### src/rtl/tl_master_port_if.sv
// rtl/tl_master_port_if.sv - TileLink-UL/UH channel A and D signal bundle
interface tilelink;
  // Channel A (initiator to slave)
  logic        a_valid;
  logic        a_ready;
  logic [2:0]  a_opcode;
  logic [2:0]  a_param;
  logic [2:0]  a_size;
  logic [7:0]  a_source;
  logic [63:0] a_address;
  logic [7:0]  a_mask;
  logic [63:0] a_data;
  logic        a_corrupt;
  // Channel D (slave to initiator)
  logic        d_valid;
  logic        d_ready;
  logic [2:0]  d_opcode;
  logic [1:0]  d_param;
  logic [2:0]  d_size;
  logic [7:0]  d_source;
  logic        d_sink;
  logic        d_denied;
  logic [63:0] d_data;
  logic        d_corrupt;

  modport master (
    output a_valid, a_opcode, a_param, a_size, a_source, a_address, a_mask, a_data, a_corrupt,
    input  a_ready,
    input  d_valid, d_opcode, d_param, d_size, d_source, d_sink, d_denied, d_data, d_corrupt,
    output d_ready
  );

  modport slave (
    input  a_valid, a_opcode, a_param, a_size, a_source, a_address, a_mask, a_data, a_corrupt,
    output a_ready,
    output d_valid, d_opcode, d_param, d_size, d_source, d_sink, d_denied, d_data, d_corrupt,
    input  d_ready
  );
endinterface

### src/rtl/tl_master_port.sv
// rtl/tl_master_port.sv - single-outstanding TileLink-UL/UH initiator (optional TL_MASTER_TIMEOUT_EN)
module tl_master_port #(
  parameter logic [7:0]  SOURCE_ID = 8'd0,
  parameter int unsigned TIMEOUT   = 1024
) (
  input  logic        i_clk,
  input  logic        i_rst,
  input  logic        i_req_valid,
  output logic        o_req_ready,
  input  logic [2:0]  i_req_op,
  input  logic [2:0]  i_req_param,
  input  logic [2:0]  i_req_size,
  input  logic        i_req_unsigned,
  input  logic [63:0] i_req_addr,
  input  logic [63:0] i_req_wdata,
  input  logic [7:0]  i_req_wmask,
  output logic        o_rsp_valid,
  input  logic        i_rsp_ready,
  output logic [63:0] o_rsp_rdata,
  output logic        o_rsp_error,
  tilelink.master     bus
);

  // TileLink channel-A opcodes
  localparam logic [2:0] TL_PUT_F = 3'd0;
  localparam logic [2:0] TL_PUT_P = 3'd1;
  localparam logic [2:0] TL_ARITH = 3'd2;
  localparam logic [2:0] TL_LOGIC = 3'd3;
  localparam logic [2:0] TL_GET   = 3'd4;
  // Channel-D opcode carrying data
  localparam logic [2:0] TL_ACK_DATA = 3'd1;

  typedef enum logic [1:0] {
    S_IDLE = 2'd0,
    S_REQ  = 2'd1,
    S_WAIT = 2'd2,
    S_RESP = 2'd3
  } state_t;

  state_t      r_state;
  state_t      w_next;

  // Latched request, already translated into channel-A form
  logic [2:0]  r_opcode;
  logic [2:0]  r_param;
  logic [2:0]  r_size;
  logic        r_unsigned;
  logic        r_is_put;
  logic [63:0] r_addr;
  logic [63:0] r_wdata;
  logic [7:0]  r_mask;

  logic [63:0] r_rsp_rdata;
  logic        r_rsp_error;

  logic [7:0]  w_size_mask;
  logic [2:0]  w_off_mask;
  logic        w_misaligned;
  logic [2:0]  w_opcode;
  logic        w_is_atomic;
  logic        w_is_put;
  logic [7:0]  w_mask;
  logic        w_beat_ok;
  logic        w_timeout;
  logic [63:0] w_shifted;
  logic        w_sign;
  logic [63:0] w_ext;
  logic [63:0] w_beat_rdata;
  logic        w_accept;
  logic        w_a_fire;

  // D-channel fields that carry nothing this initiator acts on
  logic        w_unused_d;
  assign w_unused_d = ^{bus.d_param, bus.d_size, bus.d_sink, bus.d_denied, bus.d_corrupt};

  // Byte-lane mask and alignment check derived from the requested size
  always_comb begin
    w_size_mask = 8'h01;
    w_off_mask  = 3'b000;
    case (i_req_size[1:0])
      2'd1: begin w_size_mask = 8'h03; w_off_mask = 3'b001; end
      2'd2: begin w_size_mask = 8'h0F; w_off_mask = 3'b011; end
      2'd3: begin w_size_mask = 8'hFF; w_off_mask = 3'b111; end
      default: begin w_size_mask = 8'h01; w_off_mask = 3'b000; end
    endcase
    // Sizes above 8 bytes cannot be carried on a 64-bit beat, so reject them too
    w_misaligned = i_req_size[2] | (|(i_req_addr[2:0] & w_off_mask));
  end

  // Core op code to TileLink opcode; reserved codes behave as a Get
  always_comb begin
    w_opcode    = TL_GET;
    w_is_atomic = 1'b0;
    w_is_put    = 1'b0;
    case (i_req_op)
      3'd1: begin w_opcode = TL_PUT_F; w_is_put = 1'b1; end
      3'd2: begin w_opcode = TL_PUT_P; w_is_put = 1'b1; end
      3'd3: begin w_opcode = TL_ARITH; w_is_atomic = 1'b1; end
      3'd4: begin w_opcode = TL_LOGIC; w_is_atomic = 1'b1; end
      default: begin w_opcode = TL_GET; end
    endcase
    w_mask = (i_req_op == 3'd2) ? (i_req_wmask & w_size_mask) : w_size_mask;
  end

  // Read-data alignment: bring the addressed lanes to bit 0, then extend
  always_comb begin
    w_shifted = bus.d_data >> {r_addr[2:0], 3'b000};
    w_sign    = 1'b0;
    w_ext     = w_shifted;
    case (r_size[1:0])
      2'd0: begin
        w_sign = ~r_unsigned & w_shifted[7];
        w_ext  = {{56{w_sign}}, w_shifted[7:0]};
      end
      2'd1: begin
        w_sign = ~r_unsigned & w_shifted[15];
        w_ext  = {{48{w_sign}}, w_shifted[15:0]};
      end
      2'd2: begin
        w_sign = ~r_unsigned & w_shifted[31];
        w_ext  = {{32{w_sign}}, w_shifted[31:0]};
      end
      default: w_ext = w_shifted;
    endcase
    w_beat_rdata = (r_is_put || (bus.d_opcode != TL_ACK_DATA)) ? 64'd0 : w_ext;
  end

  assign w_beat_ok = bus.d_valid & (bus.d_source == SOURCE_ID);
  assign w_accept  = (r_state == S_IDLE) & i_req_valid;
  assign w_a_fire  = (r_state == S_REQ) & bus.a_ready;

`ifdef TL_MASTER_TIMEOUT_EN
  localparam logic [15:0] TIMEOUT_LAST = 16'(TIMEOUT - 1);
  logic [15:0] r_wait_cnt;

  // Cycles spent in WAIT for the current transaction
  always_ff @(posedge i_clk) begin
    if (i_rst) begin
      r_wait_cnt <= 16'd0;
    end else if (w_a_fire) begin
      r_wait_cnt <= 16'd0;
    end else if (r_state == S_WAIT) begin
      r_wait_cnt <= r_wait_cnt + 16'd1;
    end
  end

  assign w_timeout = (r_state == S_WAIT) & (r_wait_cnt == TIMEOUT_LAST);
`else
  localparam int unsigned unused_timeout = TIMEOUT;
  assign w_timeout = 1'b0;
`endif

  // State register
  always_ff @(posedge i_clk) begin
    if (i_rst) begin
      r_state <= S_IDLE;
    end else begin
      r_state <= w_next;
    end
  end

  // Next-state and handshake outputs
  always_comb begin
    w_next      = r_state;
    o_req_ready = 1'b0;
    bus.a_valid = 1'b0;
    bus.d_ready = 1'b0;
    o_rsp_valid = 1'b0;
    case (r_state)
      S_IDLE: begin
        o_req_ready = 1'b1;
        if (i_req_valid) begin
          w_next = w_misaligned ? S_RESP : S_REQ;
        end
      end
      S_REQ: begin
        bus.a_valid = 1'b1;
        if (bus.a_ready) begin
          w_next = S_WAIT;
        end
      end
      S_WAIT: begin
        bus.d_ready = 1'b1;
        if (w_beat_ok || w_timeout) begin
          w_next = S_RESP;
        end
      end
      S_RESP: begin
        o_rsp_valid = 1'b1;
        if (i_rsp_ready) begin
          w_next = S_IDLE;
        end
      end
      default: w_next = S_IDLE;
    endcase
  end

  // Request latch and response capture
  always_ff @(posedge i_clk) begin
    if (i_rst) begin
      r_opcode    <= 3'd0;
      r_param     <= 3'd0;
      r_size      <= 3'd0;
      r_unsigned  <= 1'b0;
      r_is_put    <= 1'b0;
      r_addr      <= 64'd0;
      r_wdata     <= 64'd0;
      r_mask      <= 8'd0;
      r_rsp_rdata <= 64'd0;
      r_rsp_error <= 1'b0;
    end else begin
      if (w_accept) begin
        if (w_misaligned) begin
          r_rsp_rdata <= 64'd0;
          r_rsp_error <= 1'b1;
        end else begin
          r_opcode    <= w_opcode;
          r_param     <= w_is_atomic ? i_req_param : 3'd0;
          r_size      <= i_req_size;
          r_unsigned  <= i_req_unsigned;
          r_is_put    <= w_is_put;
          r_addr      <= i_req_addr;
          r_wdata     <= i_req_wdata;
          r_mask      <= w_mask;
          r_rsp_rdata <= 64'd0;
          r_rsp_error <= 1'b0;
        end
      end else if (r_state == S_WAIT) begin
        // An accepted beat wins over a timeout landing in the same cycle
        if (w_beat_ok) begin
          r_rsp_rdata <= w_beat_rdata;
          r_rsp_error <= 1'b0;
        end else if (w_timeout) begin
          r_rsp_rdata <= 64'd0;
          r_rsp_error <= 1'b1;
        end
      end
    end
  end

  assign bus.a_opcode  = r_opcode;
  assign bus.a_param   = r_param;
  assign bus.a_size    = r_size;
  assign bus.a_source  = SOURCE_ID;
  assign bus.a_address = r_addr;
  assign bus.a_mask    = r_mask;
  assign bus.a_data    = r_wdata;
  assign bus.a_corrupt = 1'b0;

  assign o_rsp_rdata = r_rsp_rdata;
  assign o_rsp_error = r_rsp_error;

endmodule
### src/flat_wrapper.sv
// flat-port wrapper written by rule: the top's interface ports become plain ports
module tl_master_port_flat 
#(
  parameter logic [7:0]  SOURCE_ID = 8'd0,
  parameter int unsigned TIMEOUT   = 1024
)
  (i_clk, i_rst, i_req_valid, o_req_ready, i_req_op, i_req_param, i_req_size, i_req_unsigned, i_req_addr, i_req_wdata, i_req_wmask, o_rsp_valid, i_rsp_ready, o_rsp_rdata, o_rsp_error, bus_a_valid, bus_a_opcode, bus_a_param, bus_a_size, bus_a_source, bus_a_address, bus_a_mask, bus_a_data, bus_a_corrupt, bus_a_ready, bus_d_valid, bus_d_opcode, bus_d_param, bus_d_size, bus_d_source, bus_d_sink, bus_d_denied, bus_d_data, bus_d_corrupt, bus_d_ready);
  tilelink bus_i ();
  input  logic i_clk;
  input  logic i_rst;
  input  logic i_req_valid;
  output logic o_req_ready;
  input  logic [2:0] i_req_op;
  input  logic [2:0] i_req_param;
  input  logic [2:0] i_req_size;
  input  logic i_req_unsigned;
  input  logic [63:0] i_req_addr;
  input  logic [63:0] i_req_wdata;
  input  logic [7:0] i_req_wmask;
  output logic o_rsp_valid;
  input  logic i_rsp_ready;
  output logic [63:0] o_rsp_rdata;
  output logic o_rsp_error;
  output wire logic [$bits(bus_i.a_valid)-1:0] bus_a_valid;
  output wire logic [$bits(bus_i.a_opcode)-1:0] bus_a_opcode;
  output wire logic [$bits(bus_i.a_param)-1:0] bus_a_param;
  output wire logic [$bits(bus_i.a_size)-1:0] bus_a_size;
  output wire logic [$bits(bus_i.a_source)-1:0] bus_a_source;
  output wire logic [$bits(bus_i.a_address)-1:0] bus_a_address;
  output wire logic [$bits(bus_i.a_mask)-1:0] bus_a_mask;
  output wire logic [$bits(bus_i.a_data)-1:0] bus_a_data;
  output wire logic [$bits(bus_i.a_corrupt)-1:0] bus_a_corrupt;
  input wire logic [$bits(bus_i.a_ready)-1:0] bus_a_ready;
  input wire logic [$bits(bus_i.d_valid)-1:0] bus_d_valid;
  input wire logic [$bits(bus_i.d_opcode)-1:0] bus_d_opcode;
  input wire logic [$bits(bus_i.d_param)-1:0] bus_d_param;
  input wire logic [$bits(bus_i.d_size)-1:0] bus_d_size;
  input wire logic [$bits(bus_i.d_source)-1:0] bus_d_source;
  input wire logic [$bits(bus_i.d_sink)-1:0] bus_d_sink;
  input wire logic [$bits(bus_i.d_denied)-1:0] bus_d_denied;
  input wire logic [$bits(bus_i.d_data)-1:0] bus_d_data;
  input wire logic [$bits(bus_i.d_corrupt)-1:0] bus_d_corrupt;
  output wire logic [$bits(bus_i.d_ready)-1:0] bus_d_ready;
  assign bus_a_valid = bus_i.a_valid;
  assign bus_a_opcode = bus_i.a_opcode;
  assign bus_a_param = bus_i.a_param;
  assign bus_a_size = bus_i.a_size;
  assign bus_a_source = bus_i.a_source;
  assign bus_a_address = bus_i.a_address;
  assign bus_a_mask = bus_i.a_mask;
  assign bus_a_data = bus_i.a_data;
  assign bus_a_corrupt = bus_i.a_corrupt;
  assign bus_i.a_ready = bus_a_ready;
  assign bus_i.d_valid = bus_d_valid;
  assign bus_i.d_opcode = bus_d_opcode;
  assign bus_i.d_param = bus_d_param;
  assign bus_i.d_size = bus_d_size;
  assign bus_i.d_source = bus_d_source;
  assign bus_i.d_sink = bus_d_sink;
  assign bus_i.d_denied = bus_d_denied;
  assign bus_i.d_data = bus_d_data;
  assign bus_i.d_corrupt = bus_d_corrupt;
  assign bus_d_ready = bus_i.d_ready;
  tl_master_port #(.SOURCE_ID(SOURCE_ID), .TIMEOUT(TIMEOUT)) u_core (.i_clk(i_clk), .i_rst(i_rst), .i_req_valid(i_req_valid), .o_req_ready(o_req_ready), .i_req_op(i_req_op), .i_req_param(i_req_param), .i_req_size(i_req_size), .i_req_unsigned(i_req_unsigned), .i_req_addr(i_req_addr), .i_req_wdata(i_req_wdata), .i_req_wmask(i_req_wmask), .o_rsp_valid(o_rsp_valid), .i_rsp_ready(i_rsp_ready), .o_rsp_rdata(o_rsp_rdata), .o_rsp_error(o_rsp_error), .bus(bus_i));
endmodule
### config.mk
export PLATFORM = sky130hd
export DESIGN_NAME = tl_master_port_flat
export DESIGN_NICKNAME = d
export VERILOG_FILES = /design/src/rtl/tl_master_port_if.sv /design/src/rtl/tl_master_port.sv /design/src/flat_wrapper.sv
export SDC_FILE = /design/constraint.sdc
export NUM_CORES = 1
export LEC_CHECK = 0
export ABC_CLOCK_PERIOD_IN_PS = 2900
export CAP_MARGIN = 15
export CELL_PAD_IN_SITES_DETAIL_PLACEMENT = 0
export CELL_PAD_IN_SITES_GLOBAL_PLACEMENT = 1
export CORE_MARGIN = 1.5
export CORE_UTILIZATION = 29
export CTS_CLUSTER_SIZE = 20
export DETAILED_ROUTE_END_ITERATION = 12
export GPL_TIMING_DRIVEN = 0
export PLACE_DENSITY = 0.84
export SETUP_SLACK_MARGIN = 0.1
export SLEW_MARGIN = 20
export SYNTH_ARGS = -nofsm -noshare
export SYNTH_HDL_FRONTEND = slang
export SYNTH_SLANG_ARGS = --single-unit
### constraint.sdc
create_clock -name i_clk -period 2.9 [get_ports i_clk]
set_input_delay 0.87 -clock i_clk [delete_from_list [all_inputs] [get_ports i_clk]]
set_output_delay 0.87 -clock i_clk [all_outputs]
set_load 0.05 [all_outputs]
* Word level (Yosys, flattened, before mapping)
Index checks and enable logic that the tools add are counted.
** Word-level totals
- Output and inout port bits :: 223
- Bits in registers :: 214
- Word-level logic and storage cells :: 76
- Input port bits :: 235
** Operators by class
- Reductions and logical operators :: 14
- Bitwise operators :: 10
- Shift-type cells :: 1
- Equality and inequality tests :: 17
- Multiplexer cells :: 23
** Operators with widths (number)
- 64-bit case mux with 3 select lines :: 1
- 64-bit 2-to-1 mux :: 1
- 64-bit by 6-bit >> shifter with 64-bit output :: 1
- 8-bit case mux with 3 select lines :: 1
- 3-bit case mux with 4 select lines :: 1
- 2-bit equality test, second input constant :: 5
- 1-bit 2-to-1 mux :: 10
- 2-bit 2-to-1 mux :: 5
- 3-bit case mux with 3 select lines :: 1
- 8-bit bitwise AND :: 1
- 8-bit zero test :: 1
- 8-bit 2-to-1 mux :: 1
- 2-bit case mux with 4 select lines :: 1
- 2-bit by 1-bit equality test with 1-bit output, second input constant :: 3
- 3-bit by 2-bit equality test with 1-bit output, second input constant :: 2
- 2-bit inequality test, second input constant :: 3
- 2-bit AND reduction :: 3
- 2-bit OR reduction :: 3
- 1-bit bitwise AND :: 5
- 2-bit zero test :: 2
- 4-bit AND reduction :: 1
- 2-bit nonzero test :: 2
- 3-bit bitwise AND :: 1
- 3-bit by 1-bit equality test with 1-bit output, second input constant :: 1
- other kinds (8) :: 9

* Logic depth before layout (Yosys ltp)
Gate-level depths: netlist (run 1).
- Depth in word-level cells :: 8
- Mapped depth :: 10
- Depth with buffers taken out :: 7

* Worst setup path after synthesis (run 1)
OpenSTA, ideal clock, no wires.
- Path type :: input to register
- Start point :: input port bus_d_data[55]
- End point :: register u_core.r_rsp_rdata[34] (netlist: u_core.o_rsp_rdata[34])
- Buffers on the path :: 2
- Data required time :: 2778 ps
- Data arrival time :: 2327 ps
- Stages on the path :: 7
- Library setup time :: 122 ps
- Slack :: 451 ps
- Path through :: mux4_2 and2_1 a311o_1 buf_6 a21oi_4 buf_6 o31ai_1
** Between the ends
- Longest elaborated chain between the ends :: 4
- Elaborated cells between the ends (all ways) :: 6
- Classes of those cells :: 1 x shift; 2 x mux; 3 x bitwise
** Ends and longest elaborated chain
- start, declared :: RTL line flat_wrapper.sv:41 : input wire logic [$bits(bus_i.d_data)-1:0] bus_d_data;
- 64-bit by 6-bit >> shifter with 64-bit output (*) :: RTL line tl_master_port.sv:107 : w_shifted = bus.d_data >> {r_addr[2:0], 3'b000};
- 1-bit bitwise AND, on equally long branches :: RTL line tl_master_port.sv:120, tl_master_port.sv:112, tl_master_port.sv:116
- 64-bit case mux with 3 select lines (*) :: RTL line tl_master_port.sv:110 : case (r_size[1:0])
- 64-bit 2-to-1 mux (*) :: RTL line tl_master_port.sv:125 : w_beat_rdata = (r_is_put || (bus.d_opcode != TL_ACK_DATA)) ? 64'd0 : w_ext;
- end signal, assigned :: RTL line tl_master_port.sv:231 : r_rsp_rdata <= w_beat_rdata;
- end, declared :: RTL line tl_master_port.sv:53 : logic [63:0] r_rsp_rdata;
Every way passes the cells marked *; elsewhere a longest branch is shown, timed or not.
A chain may end at the register's enable or synchronous reset.

* Final worst setup path (run 1)
- Start point :: register u_core.r_state[0]
- End point :: output port o_req_ready
** Between the ends
- Longest elaborated chain between the ends :: 2
** Ends and longest elaborated chain
- start, declared :: RTL line tl_master_port.sv:40 : state_t r_state;
- start signal, assigned :: RTL line tl_master_port.sv:158 : r_state <= w_next;
- 2-bit zero test :: RTL line tl_master_port.sv:169 : case (r_state)
- 1-bit 2-to-1 mux :: RTL line tl_master_port.sv:169
- end, declared :: RTL line flat_wrapper.sv:12 : output logic o_req_ready;
Every way passes these cells.

==> results of run 1 <==
[power breakdown]
group | leakage (nW) | internal, W | switching [W]
registers | 1.73 | 0.00307 | 0.0000860
clock network | 0.344 | 0.00162 | 0.00120
logic | 3.44 | 0.000822 | 0.00123
total | 5.51 | 0.00551 | 0.00252
[synth_stat cells (all sizes together) (3+ instances only)]
library cell,number
dfxtp,214
nor2b,15
mux2,50
a31oi,7
buf,49
and2,4
a221oi,8
a31o,8
mux4,11
nor2,37
nand2,100
mux2i,11
clkbuf,43
a21oi,44
nor3,7
o31ai,42
nor3b,3
nand2b,7
a22oi,20
ha,4
a22o,136
inv,9
nand3,4
o21ai,38
a211oi,7
nand3b,3
[logic make-up after synthesis]
logic type	after synthesis	share of synthesized area (%)
compound gates	325	26.9
xor+xnor	3	0.289
fa+ha+maj	4	0.551
buf+inv	101	5.36
flops	214	47.2
mux	72	10.1
other cells	1	0.0413
simple gates	190	9.57
[final cells by class]
cell class	count	area [um^2]
Clock inverter	5	53.8
Timing Repair Buffer	441	4410
Multi-Input combinational cell	603	4370
Antenna cell	2	5.00
Sequential cell	214	4280
Buffer	92	464
Clock buffer	33	643
Fill cell	2920	16000
Inverter	9	33.8
Tap cell	396	495
[metal layers]
metal	up-vias	global-route usage, %	part of all wire (%)
met5	-	0	0.060
met4	4	7.25	3.1
met3	76	8.41	9.7
met2	399	40.9	48
met1	4422	27.4	39
li1	4319	-	-
[how the worst min path moves through the flow]
stage / to / slack [ns] / depth (start not counted)
6_report: u_core.bus.a_mask[1] / 0.45 / 2
5_1_grt: u_core.o_rsp_rdata[11] / 0.47 / 2
4_1_cts: u_core.bus.a_mask[1] / 0.45 / 2
3_5_place_dp: u_core.bus.a_mask[1] / 0.44 / 2
3_3_place_gp: u_core.bus.a_mask[0] / 0.43 / 2
2_1_floorplan: u_core.r_is_put / 0.45 / 1
[repair_timing]
item,CTS,global route
buffers inserted,0,1
setup endpoints to repair,168,183
resized for setup,12,20
pin swaps,0,1
[flip-flops by register name (all words and copies together), names as in the netlist]
register	flops
u_core.r_unsigned	1
u_core.bus.a_opcode	3
u_core.bus.a_address	64
u_core.r_is_put	1
u_core.bus.a_size	3
u_core.o_rsp_error	1
u_core.o_rsp_rdata	64
u_core.bus.a_data	64
u_core.bus.a_mask	8
u_core.r_state	2
u_core.bus.a_param	3
[worst max-delay path: cells and delay by family (launching register included)]
kind / cells / cell delay, ns
fa+ha+maj: 1 / 0.31
flops: 1 / 0.34
buf+inv: 2 / 0.68
[stage by stage]
stage                     std cells  area, um^2  TNS (ns)  utilization, %
after global placement         1754       14000   -110.31            45.6
after detailed placement       1754       14000   -107.98            45.6
after CTS                      1792       14700         0            47.8
after global routing           1795       14800         0            48.0
final                          1795       14800         0            48.0
after floorplan                 918        9110         0               -
==> impl_metrics.ini, run 1 <==
[die]
die_y_um = 180
io-pin-count = 458
coreArea_um2 = 30700
rows = 64
dieArea_um2 = 32400
die_w_um = 180
start_util_pct = 29.5

[place]
portBuffers = 440
place_hpwl_um = 31300
post-place-ws_ns = -0.717
gp_congestion = 0.933

[critical_path]
critPathLaunch = u_core.r_state[0]
worst_setup_path_start_kind = flop
rrSetupSlack_ns = 0.29
r2r_cells = 8
endpoint = o_req_ready
crit_path_max_incr_delay_ns = 0.59
worstPathRequired_ns = 2.03
r2r_start = u_core.bus.a_address[1]
r2r_end = u_core.o_rsp_rdata[23]
cp_slowest_cell = dlygate4sd2_1
crit_path_max_fanout = 7
cp.arrival_ns = 1.84
cp_cell_sequence = inv_1, ha_1, dlygate4sd2_1
worstSetupPathType = flop to primary output
endpoint_kind = primary output

[synthesis]
yosysTopAreaCell = dfxtp_1
synth_top_area_share_pct = 47.2
netlist_area_um2 = 9080
yosysSeqAreaShare_pct = 47.2
synthFlopType = dfxtp_1
synth_area_leaders = dfxtp_1 (47%), a22o_1 (13%), mux2_2 (6.2%)
synthDistinctLibCells = 51
avgSynthCellArea_um2 = 9.98
synth_cells = 910
ys_seq_elements = 214
synth-async-reset-ratio_pct = 0
ys.warnings.count = 0
synth_edf_count = 0

[detailed_routing]
drc_errors = 22
drt_iter0_drc = 596
viasPerCell = 5.14
drt.antenna.violating_nets = 0
vias = 9220
wire_per_inst_um = 22.2
drtPass1Iterations = 9
routed_wl_um = 39800

[timing]
fmax_ghz = 0.368
hold_viol = 0
worst_pin_slew_ns = 0.997
setup_slack_ns = 0.186
grt_setup_unrepaired = yes
max_slew_margin_pct = 33.0
period_minus_slack_ns = 2.71
post-route-period-util_pct = 93.6
clock-skew-final_ns = 0.0166
setup_viol = 0
drv_slew = 0
holdWs_ns = 0.451

[power_and_ir_drop]
power.total_w = 0.00803
p_leak_nw = 5.51
power_density_nw_per_um2 = 544
ir_drop_uv = 385

[clocking]
cts_buffer_depth = 3
hold_buffers = 0
cts_tree = built
cts_root_buf = clkbuf_16
cts_made_buffers = 23
cts_sinks = 214
clock_latency_ns = 0.52
path_clk_slew_ns = 0.06
h-tree-depth = 1

[global_route]
grt_max_degree = 13
grt_antenna_before_repair = 4
grt.total_usage_pct = 23.7
grt_pass1_wl_um = 59000
overflow = 0
grt_pass1_vias = 9415

[outcome]
violations = design-rule violations
status = finished with violations

[min_path]
hp-start = u_core.bus.a_mask[1]
hold_class = flop to flop

[layout]
drive_above_1_share_pct = 12.0
area_growth_pct = 62.4
final_common_cell = clkdlybuf4s50_1
final_cell_mix = clkdlybuf4s50_1 (430), dfxtp_1 (214), a22o_1 (136)
final_nets = 1623

[job]
cap_viol_max_count = 0
Power figures use the tool's default switching activity.
==> inputs of run 2 (changes only) <==
--- a/config.mk
+++ b/config.mk
@@ -9,6 +9,7 @@
 export CAP_MARGIN = 15
 export CELL_PAD_IN_SITES_DETAIL_PLACEMENT = 0
 export CELL_PAD_IN_SITES_GLOBAL_PLACEMENT = 1
+export CORE_ASPECT_RATIO = 1.4
 export CORE_MARGIN = 1.5
 export CORE_UTILIZATION = 29
 export CTS_CLUSTER_SIZE = 20
==> run 2 against run 1 <==
  * The run now ends clean
  * Clock-buffer cell count down 3
  * Register-to-register slack is essentially flat
  * Cell count fell by 0.17%
  * Final area is 0.58% higher
  * Non-clock buffer count unchanged
  * Sequential power about the same
  * Hold slack improved by 0.00072 ns
  * Critical endpoint is now u_core.o_rsp_rdata[23]
==> impl_metrics.ini, run 2 (synthesis results as in run 1) <==
[layout]
ff_latch_area_um2 = 4280
fin_cells = 1792
final_common_cell = clkdlybuf4s50_1
drive_above_1_share_pct = 12.5
multi_input_area_um2 = 4350
area_growth_pct = 63.4
final.fill_count = 2990
final_cell_mix = clkdlybuf4s50_1 (430), dfxtp_1 (214), a22o_1 (136)
final_nets = 1623

[timing]
setup_viol = 0
tns_ns = 0
fmax_ghz = 0.359
hold_viol = 0
worst_pin_slew_ns = 0.825
max_slew_margin_pct = 45.0
grt_setup_unrepaired = yes
drv_slew = 0
clock-skew-final_ns = 0.0102
holdWs_ns = 0.452
post-route-period-util_pct = 96.1
period_minus_slack_ns = 2.79

[die]
rows = 76
coreArea_um2 = 30800
io-pin-count = 458
start_util_pct = 29.5
dieArea_um2 = 32400
die_y_um = 212
die_w_um = 153

[clocking]
path_clk_slew_ns = 0.06
cts_buffer_depth = 3
h-tree-depth = 1
cts_made_buffers = 23
clock_latency_ns = 0.52
cts_root_buf = clkbuf_16
cts_tree = built
cts_sinks = 214

[global_route]
grt_antenna_before_repair = 12
grt_pass1_wl_um = 62900
grt_pass1_vias = 9493
grt_max_degree = 15
overflow = 0
grt.total_usage_pct = 26.1

[critical_path]
endpoint = u_core.o_rsp_rdata[23]
r2r_end = u_core.o_rsp_rdata[57]
critPathLaunch = bus_d_data[39]
r2r_cells = 9
r2r_start = u_core.r_state[0]
cp.arrival_ns = 3.18
endpoint_kind = flop
worst_setup_path_start_kind = input port
crit_path_max_fanout = 10
worstSetupPathType = input port to flop
rrSetupSlack_ns = 0.28
worstPathRequired_ns = 3.29

[outcome]
status = completed

[detailed_routing]
drtPass1Iterations = 5
drt_iter0_drc = 449
drc_errors = 0
vias = 9274
routed_wl_um = 44200
drt.antenna.violating_nets = 0
viasPerCell = 5.18
wire_per_inst_um = 24.7

[job]
cap_viol_max_count = 0

[min_path]
hp-start = u_core.bus.a_mask[0]
hold_class = flop to flop

[place]
portBuffers = 440
place_hpwl_um = 35100
gp_congestion = 0.987
placed_cells = 1748

[power_and_ir_drop]
power_density_nw_per_um2 = 567
ir_drop_uv = 389
p_leak_nw = 5.57
[run 2: routing by layer]
| metal | vias up | wire [um] | GRT usage, % |
|---|---|---|---|
| met3 | 83 | 4250 | 8.58 |
| met5 | - | 113 | 0 |
| met4 | 14 | 1800 | 11.1 |
| li1 | 4324 | - | - |
| met2 | 478 | 21400 | 45.7 |
| met1 | 4375 | 16700 | 28.9 |
[run 2: worst min-delay path by stage]
| stage | to | slack, ns | cells after the start |
|---|---|---|---|
| 4_1_cts | u_core.bus.a_mask[0] | 0.45 | 2 |
| 6_report | u_core.bus.a_mask[0] | 0.45 | 2 |
| 5_1_grt | u_core.bus.a_mask[0] | 0.46 | 2 |
| 3_5_place_dp | u_core.bus.a_mask[0] | 0.44 | 2 |
| 2_1_floorplan | u_core.r_is_put | 0.45 | 1 |
| 3_3_place_gp | u_core.bus.a_mask[0] | 0.43 | 2 |
[run 2: where the power goes]
group / leakage (nW) / total [W] / switching [W] / internal (W)
Combinational: 3.44 / 0.00209 / 0.00127 / 0.000822
Sequential: 1.73 / 0.00315 / 0.0000864 / 0.00307
Clock: 0.393 / 0.00317 / 0.00125 / 0.00192
[run 2: worst max-delay path: stages]
cell and delay [ns]:
clkdlybuf4s50_1 0.55, mux4_2 0.54, and2_1 0.16, a311o_1 0.33, buf_6 0.16, buf_2 0.19, a21oi_1 0.27, o21ai_0 0.11
[run 2: layout make-up]
| cell class | instances | share of cell area (%) |
|---|---|---|
| multi-input combinational | 603 | 29.3 |
| inverter | 9 | 0.228 |
| clock inverter | 10 | 1.08 |
| sequential | 214 | 28.9 |
| buffer | 92 | 3.17 |
| tap | 390 | 3.29 |
| antenna | 3 | 0.0506 |
| timing repair buffer | 441 | 29.7 |
| clock buffer | 30 | 4.32 |
[run 2: timing repair]
action | 4_1_cts | 5_1_grt
pin swaps | 0 | 1
resized for setup | 14 | 23
hold buffers | 0 | 0
buffers inserted | 0 | 1
setup endpoints to repair | 188 | 182
[run 2: metrics by stage]
| stage | power, W | util (%) | worst slack, ns | area, um^2 |
|---|---|---|---|---|
| final | 0.00841 | 48.2 | 0.114 | 14800 |
| after global routing | 0.00870 | 48.2 | 0.0373 | 14800 |
| after CTS | 0.00847 | 48.1 | 0.102 | 14800 |
| after detailed placement | 0.00530 | 45.5 | -0.801 | 14000 |
| after global placement | 0.00529 | 45.5 | -0.781 | 14000 |
| after floorplan | 0.00437 | - | 0.451 | 9110 |
==> inputs of run 3 (changes only) <==
--- a/config.mk
+++ b/config.mk
@@ -5,7 +5,8 @@
 export SDC_FILE = /design/constraint.sdc
 export NUM_CORES = 1
 export LEC_CHECK = 0
-export ABC_CLOCK_PERIOD_IN_PS = 2900
+export ABC_AREA = 1
+export ABC_CLOCK_PERIOD_IN_PS = 2810
 export CAP_MARGIN = 15
 export CELL_PAD_IN_SITES_DETAIL_PLACEMENT = 0
 export CELL_PAD_IN_SITES_GLOBAL_PLACEMENT = 1
@@ -15,7 +16,7 @@
 export CTS_CLUSTER_SIZE = 20
 export DETAILED_ROUTE_END_ITERATION = 12
 export GPL_TIMING_DRIVEN = 0
-export PLACE_DENSITY = 0.84
+export PLACE_DENSITY = 0.86
 export SETUP_SLACK_MARGIN = 0.1
 export SLEW_MARGIN = 20
 export SYNTH_ARGS = -nofsm -noshare
==> constraint.sdc (replaced) <==
create_clock -name i_clk -period 2.81 [get_ports i_clk]
set_input_delay 0.843 -clock i_clk [delete_from_list [all_inputs] [get_ports i_clk]]
set_output_delay 0.843 -clock i_clk [all_outputs]
set_load 0.05 [all_outputs]
==> run 3 against run 2 <==
  * Sequential share of layout area is 1.7 points lower
  * Largest cell class unchanged
  * Sequential power is 3% higher
  * Largest power group is now sequential cells
  * Combinational power is 14% higher
  * Sequential cell count stayed put
  * Via count is 22% higher
  * Global-route usage is 0.53 points higher
==> impl_metrics.ini, run 3 <==
[power_and_ir_drop]
power_frac_seq_pct = 37.5
combPwrFrac_pct = 27.4
p_leak_nw = 6.42
internal_power_w = 0.00571
ir_drop_uv = 382
power.total_w = 0.00868
p_clk_share_pct = 35.1
p_sw_w = 0.00297
power_density_nw_per_um2 = 550
switching_share_pct = 34.2

[global_route]
overflow = 0
gr-usage-met3_pct = 7.12
grt.total_usage_pct = 26.6
grt_pass1_vias = 11400
grt_antenna_before_repair = 8
grt_max_degree = 14
gr-usage-met1_pct = 28.1
busiest_layer = met2
grt_pass1_wl_um = 71300
use_met2_pct = 47.6

[job]
cap_viol_max_count = 0

[critical_path]
worst_setup_path_start_kind = flop
r2r_end = u_core.o_rsp_rdata[12]
r2r_start = u_core.bus.a_address[1]
r2r_cells = 10
crit_path_max_incr_delay_ns = 0.86
rrSetupSlack_ns = 0.34
cp_top_family = buffers and inverters
cp.arrival_ns = 1.83
critPathBufInv = 1
cp_slowest_cell = clkdlybuf4s50_1
crit_path_max_fanout = 2
worstPathRequired_ns = 1.97
worstSetupPathType = flop to primary output
endpoint_kind = primary output
cp_cell_sequence = clkdlybuf4s50_1

[synthesis]
synth_area_leaders = dfxtp_1 (43%), nand2_1 (20%), nand3_1 (9.2%)
avgSynthCellArea_um2 = 7.09
yosysSeqAreaShare_pct = 42.6
yosysTopAreaCell = dfxtp_1
ys.warnings.count = 0
synth-async-reset-ratio_pct = 0
ys_seq_elements = 214
synth.most_common_cell = nand2_1
synth_top_area_share_pct = 42.6
synth_cells = 1417
synth_commonest_cells = nand2_1 (539), dfxtp_1 (214), nand3_1 (184), o21ai_0 (114), a21oi_1 (61)
synthFlopType = dfxtp_1
netlist_area_um2 = 10000
synthDistinctLibCells = 36
synth_edf_count = 0

[place]
portBuffers = 440
gp_congestion = 0.957
dpl-instance-area_um2 = 15000
post-place-ws_ns = -0.535
place_hpwl_um = 39500
placed_cells = 2316

[clocking]
post_cts_buffers = 0
cts_tree = built
h-tree-depth = 1
cts_made_buffers = 23
hold_buffers = 0
cts_buffer_depth = 3
cts_sinks = 214
cts_root_buf = clkbuf_16
clock_latency_ns = 0.54
path_clk_slew_ns = 0.06

[die]
die_w_um = 160
io-pin-count = 458
start_util_pct = 29.4
die_y_um = 223
dieArea_um2 = 35800
rows = 80
coreArea_um2 = 34100

[outcome]
status = completed

[detailed_routing]
drt.antenna.violating_nets = 0
viasPerCell = 4.81
drtPass1Iterations = 5
vias = 11400
drt_iter0_drc = 741
drc_errors = 0
wire_per_inst_um = 20.6
routed_wl_um = 48600

[layout]
final.fill_count = 3464
multi_input_area_um2 = 4960
final_cell_mix = nand2_1 (539), clkdlybuf4s50_1 (433), dfxtp_1 (214)
final_nets = 2129
drive_above_1_share_pct = 9.83
stdcell_area_um2 = 15800
fin_cells = 2360
ff_latch_area_um2 = 4280
final_common_cell = nand2_1
area_growth_pct = 57.2

[timing]
drv_slew = 0
period_minus_slack_ns = 2.67
max_slew_margin_pct = 38.5
setup_viol = 0
fmax_ghz = 0.375
clock-skew-final_ns = 0.00959
post-route-period-util_pct = 95.0
tns_ns = 0
hold_viol = 0
grt_setup_unrepaired = no
setup_slack_ns = 0.142
worst_pin_slew_ns = 0.912

[min_path]
hold-path-endpoint = u_core.bus.a_size[2]
hold_path_depth = 2
hp-start = u_core.bus.a_size[2]
hold_class = flop to flop
run 3: changes by cell type in the layout (fill, tap and decap cells not counted), sizes merged, moves of 20 or more:
| cell | before | now |
|---|---|---|
| a21oi | 44 | 91 |
| a22o | 136 | 0 |
| a22oi | 20 | 0 |
| buf | 52 | 83 |
| inv | 11 | 43 |
| mux2 | 50 | 0 |
| nand2 | 100 | 545 |
| nand3 | 4 | 216 |
| o21ai | 38 | 124 |
| o31ai | 42 | 1 |
run 3: per-layer routing:
metal	share of wire, %	vias up	wire length (um)
met5	0.10	-	49
met4	6.2	8	3000
met3	8.0	118	3880
met2	50	486	24200
met1	36	5180	17500
li1	-	5565	-
run 3: worst max path at each step:
stage                                        from                      to  cells past startpoint  slack (ns)
final                     u_core.bus.a_address[2]        bus_a_address[2]                      1        0.14
after global routing                i_req_size[0]    u_core.bus.a_mask[6]                      9        0.11
after CTS                       u_core.r_state[1]             o_req_ready                      3        0.11
after detailed placement          bus_d_opcode[0]   u_core.o_rsp_rdata[0]                      8       -0.54
after global placement            bus_d_opcode[0]   u_core.o_rsp_rdata[4]                      8       -0.55
after floorplan                   bus_d_source[3]  u_core.o_rsp_rdata[53]                      7        0.77
run 3: cells by family after synthesis:
family | count (synthesis) | synth area share, %
AOI/OAI and AO/OA | 232 | 13.1
adders and majority gates | 4 | 0.498
and+or+nand+nor | 808 | 35.4
other | 1 | 0.0373
DFF | 214 | 42.6
buffers and inverters | 158 | 8.33
run 3: final cells by class:
| class | count | share of cell area, % |
|---|---|---|
| clock inverters | 7 | 0.523 |
| inverters | 42 | 1.01 |
| repair buffers | 440 | 27.9 |
| plain buffers | 116 | 4.29 |
| multi-input cells | 1053 | 31.4 |
| well taps | 451 | 3.57 |
| clock buffers | 31 | 4.09 |
| diodes | 6 | 0.0951 |
| flip-flops and latches | 214 | 27.1 |
run 3: per-stage QoR:
stage                     utilization (%)  hold slack (ns)
after CTS                            46.2            0.439
after global routing                 46.2            0.482
after detailed placement             44.1            0.429
after global placement               44.1            0.418
final                                46.3            0.434
after floorplan                         -            0.457
run 3: what timing repair did:
| item | in CTS | in global routing |
|---|---|---|
| cloned | 0 | 0 |
| endpoints found under the setup margin | 11 | 2 |
| hold endpoints to repair | 0 | 0 |
| gates resized for setup | 11 | 2 |
run 3: tightest hold or removal path, stage by stage, from the launching register on:
cell	delay [ns]
dfxtp_1	0.31
inv_1	0.05
nor2_1	0.04
run 3: power by group through the flow:
stage / Combinational [W] / Sequential, W / Clock [W]
after global placement: 0.00238 / 0.00331 / 0
after floorplan: 0.000928 / 0.00372 / 0
after global routing: 0.00252 / 0.00327 / 0.00322
after CTS: 0.00239 / 0.00325 / 0.00312
final: 0.00238 / 0.00326 / 0.00304
after detailed placement: 0.00239 / 0.00332 / 0
